$ cat src/rtl/serial_adder.sv
// Bit-serial adder/subtractor: one full-adder cell plus a carry flop, one bit per clock, LSB first.
// Latency: WIDTH+1 cycles from the accepting start edge to done; busy covers the WIDTH shift cycles.
// Backpressure: none; start is only accepted in IDLE or DONE (back-to-back) and is ignored while busy.
//
// Ports:
//   clk, reset         - single clock, synchronous active-high reset
//   start, sub, A, B,  - operation request; sub=0 -> A+B+Cin, sub=1 -> A-B (Cin ignored)
//   Cin
//   busy, done         - busy while shifting; done is a one-cycle result-valid pulse
//   Sum, Carry_out,    - result and flags, held until the next operation completes
//   Overflow
module serial_adder #(
  parameter int WIDTH = 8
) (
  input  logic             clk,
  input  logic             reset,
  input  logic             start,
  input  logic             sub,
  input  logic [WIDTH-1:0] A,
  input  logic [WIDTH-1:0] B,
  input  logic             Cin,
  output logic             busy,
  output logic             done,
  output logic [WIDTH-1:0] Sum,
  output logic             Carry_out,
  output logic             Overflow
);

  // Counter holds 0..WIDTH so it never wraps during an operation.
  localparam int CW = $clog2(WIDTH + 1);

  typedef enum logic [1:0] {
    S_IDLE,
    S_SHIFT,
    S_DONE
  } state_t;

  state_t           state_q, state_d;
  logic [WIDTH-1:0] a_q, a_d;
  logic [WIDTH-1:0] b_q, b_d;
  // Partial result: only WIDTH-1 bits are needed because the final bit goes
  // straight into Sum on the last shift edge.
  logic [WIDTH-2:0] res_q, res_d;
  logic             carry_q, carry_d;
  logic [CW-1:0]    cnt_q, cnt_d;
  logic [WIDTH-1:0] sum_q, sum_d;
  logic             cout_q, cout_d;
  logic             ovf_q, ovf_d;

  logic             s_bit;
  logic             c_next;
  logic             last_bit;
  logic             load_op;
  logic [WIDTH-1:0] res_shift;

  // The single full-adder cell.
  assign s_bit  = a_q[0] ^ b_q[0] ^ carry_q;
  assign c_next = (a_q[0] & b_q[0]) | (carry_q & (a_q[0] ^ b_q[0]));

  assign last_bit  = (cnt_q == CW'(WIDTH - 1));
  assign res_shift = {s_bit, res_q};
  assign load_op   = start && ((state_q == S_IDLE) || (state_q == S_DONE));

  always_comb begin
    state_d = state_q;
    a_d     = a_q;
    b_d     = b_q;
    res_d   = res_q;
    carry_d = carry_q;
    cnt_d   = cnt_q;
    sum_d   = sum_q;
    cout_d  = cout_q;
    ovf_d   = ovf_q;
    busy    = 1'b0;
    done    = 1'b0;

    case (state_q)
      S_IDLE: begin
        state_d = S_IDLE;
      end
      S_SHIFT: begin
        busy    = 1'b1;
        res_d   = res_shift[WIDTH-1:1];
        a_d     = a_q >> 1;
        b_d     = b_q >> 1;
        carry_d = c_next;
        cnt_d   = cnt_q + CW'(1);
        if (last_bit) begin
          state_d = S_DONE;
          sum_d   = res_shift;
          cout_d  = c_next;
          // carry_q is the carry into the MSB on this edge.
          ovf_d   = carry_q ^ c_next;
        end
      end
      S_DONE: begin
        done    = 1'b1;
        state_d = S_IDLE;
      end
      default: begin
        state_d = S_IDLE;
      end
    endcase

    // Subtraction is A + ~B + 1, so B is inverted at capture and the carry preset.
    if (load_op) begin
      state_d = S_SHIFT;
      a_d     = A;
      b_d     = sub ? ~B : B;
      carry_d = sub ? 1'b1 : Cin;
      cnt_d   = '0;
      res_d   = '0;
    end
  end

  always_ff @(posedge clk) begin
    if (reset) begin
      state_q <= S_IDLE;
      a_q     <= '0;
      b_q     <= '0;
      res_q   <= '0;
      carry_q <= 1'b0;
      cnt_q   <= '0;
      sum_q   <= '0;
      cout_q  <= 1'b0;
      ovf_q   <= 1'b0;
    end else begin
      state_q <= state_d;
      a_q     <= a_d;
      b_q     <= b_d;
      res_q   <= res_d;
      carry_q <= carry_d;
      cnt_q   <= cnt_d;
      sum_q   <= sum_d;
      cout_q  <= cout_d;
      ovf_q   <= ovf_d;
    end
  end

  assign Sum       = sum_q;
  assign Carry_out = cout_q;
  assign Overflow  = ovf_q;

endmodule
$ cat config.mk
export PLATFORM = sky130hd
export DESIGN_NAME = serial_adder
export DESIGN_NICKNAME = d
export VERILOG_FILES = /design/src/rtl/serial_adder.sv
export SDC_FILE = /design/constraint.sdc
export NUM_CORES = 1
export LEC_CHECK = 0
export ABC_CLOCK_PERIOD_IN_PS = 2300
export CORE_ASPECT_RATIO = 0.7
export CORE_MARGIN = 5
export CORE_UTILIZATION = 35
export DETAILED_ROUTE_END_ITERATION = 8
export GPL_TIMING_DRIVEN = 0
export SLEW_MARGIN = 20
export SYNTH_ARGS = -nofsm -noshare
export SYNTH_HDL_FRONTEND = slang
export SYNTH_SLANG_ARGS = --single-unit
$ cat constraint.sdc
create_clock -name clk -period 2.3 [get_ports clk]
set_input_delay 0.575 -clock clk [delete_from_list [all_inputs] [get_ports clk]]
set_output_delay 0.575 -clock clk [all_outputs]
set_load 0.1 [all_outputs]
==> metrics.yaml, run 1 <==
worstSkewPairLatency_ps: 300
routedWlPerCell_um: 14.2
routabilityCongestion: 0.797
ios: 33
synth_area_leaders: "dfxtp_1, a21oi_1, nand2_1"
synth_nets: 221
fin_cells: 293
final_util: 0.461
async_flop_share: 0
period_share: 0.964
grt_pass1_vias: 1406
rows: 21
fin_hold_ws_ps: 463
drc: 0
rsz0062_at_grt: "false"
setup.worst_path.start_class: "flop"
drt_iter0_markers: 92
synth_top_area_frac: 0.472
drv_cap: 0
cts_made_buffers: 5
leakagePower_nw: 0.830
reg2reg_from: "cnt_q[0]"
synth_edf_count: 0
worstRegToRegCells: 5
fp.dieH_um: 68.2
yosys_register_bits: 40
status: "completed"
clockBufferDepth: 2
worst_slew_pin_slew_ps: 962
setup_tns_ps: 0
antenna_found_initial: 0
netlist_top_cells_count: "dfxtp_1, nand2_1, a21oi_1, nor3_1, nand3_1"
vdd_drop_max_uv: 468
place_ws_ps: -350
drt_pass1_iterations: 4
diodes: 0
port_buffers: 30
grt_overflow: 0
whs_path_depth: 2
finClkSkew_ps: 13.2
dp_hpwl_um: 2910
setup_viol: 0
vias: 1482
cp-end-kind: "output port"
dp.cells: 285
synth_warnings: 0
hold_viol: 0
coreArea_um2: 4730
cts_tree: "yes"
crit_type: "flop to output port"
drv_slew: 0
avgViaCountPerCell: 5.06
place_area_um2: 2070
avgSynthCellArea_um2: 8.56
drive_above_1_share: 0.106
postCtsHoldBufs: 0
fp.dieArea_um2: 6360
clk_pin_slew_ps: 70
power_mw: 1.60
grt_pass1_wl_um: 7090
die_w_um: 93.2
cts.sinks: 40
fmax_mhz: 451
ant_nets: 0
grt_use_total: 0.145
max_slew_margin: 0.361
crit_start: "state_q[0]"
worstPathArrival_ps: 1640
cts_root_buf: "clkbuf_8"
start_util: 0.358
yosysMostFrequentCell: "dfxtp_1"
fin_area_um2: 2180
path_max_fanout: 5
cts_setup_buffers: 0
synth_cell_type_count: 28
post-route-min-period_ps: 2220
nets: 258
min-delay-start: "res_q[0]"
routed_wl_um: 4180
synthCells: 198
hold_class: "flop to flop"
yosysTopAreaCell: "dfxtp_1"
grt_max_degree: 13
synth_area_um2: 1700
ys_seq_area_frac: 0.472
h-tree-depth: 2
power.density_nw_per_um2: 735
timing.final.ws_setup_ps: 83.8
area_growth_pct: 28.5
synth_ff_type: "dfxtp_1"
worstPathRequired_ps: 1730
cell type report:
| type | instances | area, um^2 |
|---|---|---|
| well taps | 57 | 71.3 |
| clock buffers | 7 | 96.3 |
| multi-input cells | 137 | 769 |
| flip-flops and latches | 40 | 801 |
| plain buffers | 19 | 116 |
| inverters | 2 | 8.76 |
| clock inverters | 1 | 30.0 |
| fillers | 486 | 2550 |
| repair buffers | 30 | 285 |
layer usage:
| metal | GRT usage | routed length, um | part of all wire | vias to the layer above |
|---|---|---|---|---|
| li1 | - | - | - | 763 |
| met1 | 0.217 | 2230 | 0.53 | 678 |
| met2 | 0.197 | 1660 | 0.40 | 34 |
| met3 | 0.0363 | 223 | 0.053 | 7 |
| met4 | 0.0548 | 61 | 0.015 | 0 |
| met5 | 0 | 0 | 0 | - |
path summary, 6_finish.rpt:
check	to	slack, ps
worst max-delay path	done	80
worst min-delay path	res_q[0]	460
worst max register to register	Sum[1]	870
worst min register to register	res_q[0]	460
report_power, final:
group	total (mW)	switching, mW	internal, mW
Combinational	0.219	0.122	0.0975
Sequential	0.746	0.0210	0.724
Clock	0.635	0.252	0.383
repair_timing:
| action | CTS | global route |
|---|---|---|
| endpoints found under the setup margin | 12 | 2 |
| resized for setup | 16 | 2 |
| hold endpoints to repair | 0 | 0 |
logic make-up (layout without fill, tap and decap cells):
family,count (synthesis),in the layout,synth area share
adder cells (fa/ha/maj),2,2,0.0192
flip-flops,40,40,0.472
buffers and inverters,21,59,0.0738
AND/OR/NAND/NOR,69,69,0.193
XOR/XNOR,11,11,0.0568
AO/OA/AOI/OAI,54,54,0.179
multiplexers,1,1,0.00590
worst max-delay path, cell delays in order, from the launching register on:
cell and delay, ps:
dfxtp_1 340, and2b_1 190, clkdlybuf4s15_1 810
sequential cells by signal, summed over array words and instances, names as in the netlist:
signal and cells:
Sum 8, a_q 8, res_q 7, carry_q 1, state_q 2, b_q 8
Carry_out 1, cnt_q 4, Overflow 1
cells in the final DEF, fill, tap and decap left out:
cell type        instances
dfxtp_1                 40
nand2_1                 25
a21oi_1                 24
nor3_1                  18
clkdlybuf4s50_1         18
nand3_1                 15
o21ai_0                 14
dlygate4sd2_1           10
xor2_1                   9
buf_2                    8
o22ai_1                  8
clkbuf_8                 7
clkbuf_1                 5
buf_6                    4
a31oi_1                  4
a22oi_1                  3
nor2_1                   3
nand2b_1                 2
and2b_1                  2
nand3b_1                 2
xnor2_1                  2
clkinv_2                 1
buf_4                    1
inv_1                    1
clkbuf_2                 1
mux2i_1                  1
or3_1                    1
and3b_1                  1
a311oi_2                 1
fa_1                     1
ha_1                     1
bufinv_16                1
clkbuf_4                 1
clkdlybuf4s15_1          1
Power figures use the tool's default switching activity.
==> run 2: changes to the inputs <==
- SKIP_CTS_REPAIR_TIMING: default -> 1
==> run 2 against run 1 <==
Against the previous run:
- worst hold slack is essentially flat
- wire length shrank 0.12%
- critical path type unchanged
- flip-flop and latch count is the same
- die area is the same
- largest power group unchanged
- final cell count is the same
- critical path depth grew 4
==> metrics.yaml, run 2 (synthesis results as in run 1) <==
routedWlPerCell_um: 14.2  # -0.12%
grt_max_degree: 13  # unchanged
finClkSkew_ps: 5.83  # -7.34 ps
routed_wl_um: 4170  # -0.12%
final_common_cell: "dfxtp_1"
drc: 0  # unchanged
max_slew_margin: 0.353  # -0.00820
drv_cap: 0  # unchanged
avgViaCountPerCell: 5.08  # +0.34%
worst_slew_pin_slew_ps: 969  # +6.90 ps
post-route-min-period_ps: 2160  # -54.0 ps
final_util: 0.469  # +0.00847
crit_chain: "nand2b_1 -> buf_6 -> clkinv_2 -> buf_6 -> buf_6 -> clkbuf_4"
die_w_um: 93.2  # unchanged
fp.dieArea_um2: 6360  # unchanged
crit_slowest_cell: "dfxtp_1"
cts_root_buf: "clkbuf_8"
area_growth_pct: 30.8
power.density_nw_per_um2: 718  # -2.2%
ant_nets: 0  # unchanged
setup_tns_ps: 0  # unchanged
worstSkewPairLatency_ps: 290  # about the same
final_cell_mix: "dfxtp_1, nand2_1, a21oi_1"
setup_viol: 0  # unchanged
cts.sinks: 40  # unchanged
nets: 258  # unchanged
grt_overflow: 0  # unchanged
grt_pass1_wl_um: 7080  # -0.20%
coreArea_um2: 4730  # unchanged
fill_cells: 477  # -1.9%
fin_hold_ws_ps: 463  # -0.265 ps
path_max_fanout: 10  # +5
reg2reg_from: "cnt_q[0]"
hold_viol: 0  # unchanged
drive_above_1_share: 0.106  # unchanged
clk_pin_slew_ps: 70  # about the same
r2r-end: "Sum[1]"
vias: 1487  # +0.34%
start_util: 0.358  # unchanged
fin_cells: 293  # unchanged
antenna_found_initial: 0  # unchanged
crit_type: "flop to output port"
worstPathRequired_ps: 1730  # about the same
dp.cells: 285  # unchanged
setup.worst_path.start_class: "flop"
ios: 33  # unchanged
cts_tree: "yes"
worstPathArrival_ps: 1590  # -50 ps
min-delay-start: "res_q[0]"
fp.dieH_um: 68.2  # unchanged
fmax_mhz: 462  # +2.5%
vdd_drop_max_uv: 468  # about the same
clockBufferDepth: 2  # unchanged
drv_slew: 0  # unchanged
whs_path_depth: 2  # unchanged
cp-end-kind: "output port"
dp_hpwl_um: 2910  # unchanged
rsz0062_at_grt: "false"
rows: 21  # unchanged
r2r_slack_ps: 870  # about the same
diodes: 0  # unchanged
grt_pass1_vias: 1404  # -0.14%
crit_top_cell: "buf_6"
period_share: 0.940  # -0.0235
h-tree-depth: 2  # unchanged
cts_made_buffers: 5  # unchanged
max_stage_delay_ps: 390  # -420 ps
worstRegToRegCells: 5  # unchanged
routabilityCongestion: 0.797  # unchanged
grt_use_total: 0.145  # -0.000238
drt_iter0_markers: 92  # unchanged
crit_family: "buffers and inverters"
port_buffers: 30  # unchanged
leakagePower_nw: 0.986  # +19%
hold_end: "res_q[0]"
status: "completed"
drt_pass1_iterations: 4  # unchanged
hold_class: "flop to flop"
cp.buffers_inverters: 5  # +4
==> run 2: cell count changes in the layout (fill, tap and decap cells not counted), sizes merged <==
cell           before  now
clkdlybuf4s15       1    0
dlygate4sd2        10    0
dlymetal6s2s        0   11
==> run 2: area by class of cell <==
cell class / instances / area [um^2] / share of cell area
well taps: 57 / 71.3 / 0.0321
multi-input cells: 137 / 769 / 0.347
repair buffers: 30 / 325 / 0.147
flip-flops and latches: 40 / 801 / 0.361
clock inverters: 1 / 30.0 / 0.0135
inverters: 2 / 8.76 / 0.00395
clock buffers: 7 / 96.3 / 0.0434
plain buffers: 19 / 116 / 0.0525
==> run 2: how the worst max path moves through the flow <==
| stage | startpoint | to | slack, ps | cells past startpoint |
|---|---|---|---|---|
| after floorplan | state_q[0] | done | 640 | 1 |
| after global placement | state_q[0] | busy | -360 | 6 |
| after detailed placement | state_q[0] | busy | -350 | 6 |
| after CTS | state_q[0] | busy | -680 | 6 |
| after global routing | state_q[0] | busy | 20 | 6 |
| final | state_q[0] | busy | 140 | 6 |
==> run 2: where the power goes <==
part / internal, mW / switching, mW
registers: 0.724 / 0.0209
clock network: 0.383 / 0.246
logic: 0.0976 / 0.122
==> run 2: per-layer routing <==
metal | vias up | part of all wire | GRT usage
li1 | 763 | - | -
met4 | 0 | 0.015 | 0.0548
met2 | 42 | 0.40 | 0.197
met3 | 7 | 0.058 | 0.0363
met5 | - | 0 | 0
met1 | 675 | 0.53 | 0.217
==> run 2: worst reg2reg max path: stages (launching register included) <==
cell      delay [ps]
dfxtp_1          340
ha_1             240
nand3b_1         110
clkbuf_1         380
o21ai_0          150
a21oi_1          150
==> run 2: per-stage QoR <==
step                total power [mW]  setup WS (ps)  cell area [um^2]
finish                          1.59            138              2220
global route                    1.69           16.8              2220
CTS                             1.61           -681              2190
detailed placement             0.982           -350              2070
global placement               0.981           -360              2070
floorplan                      0.905            643              1700
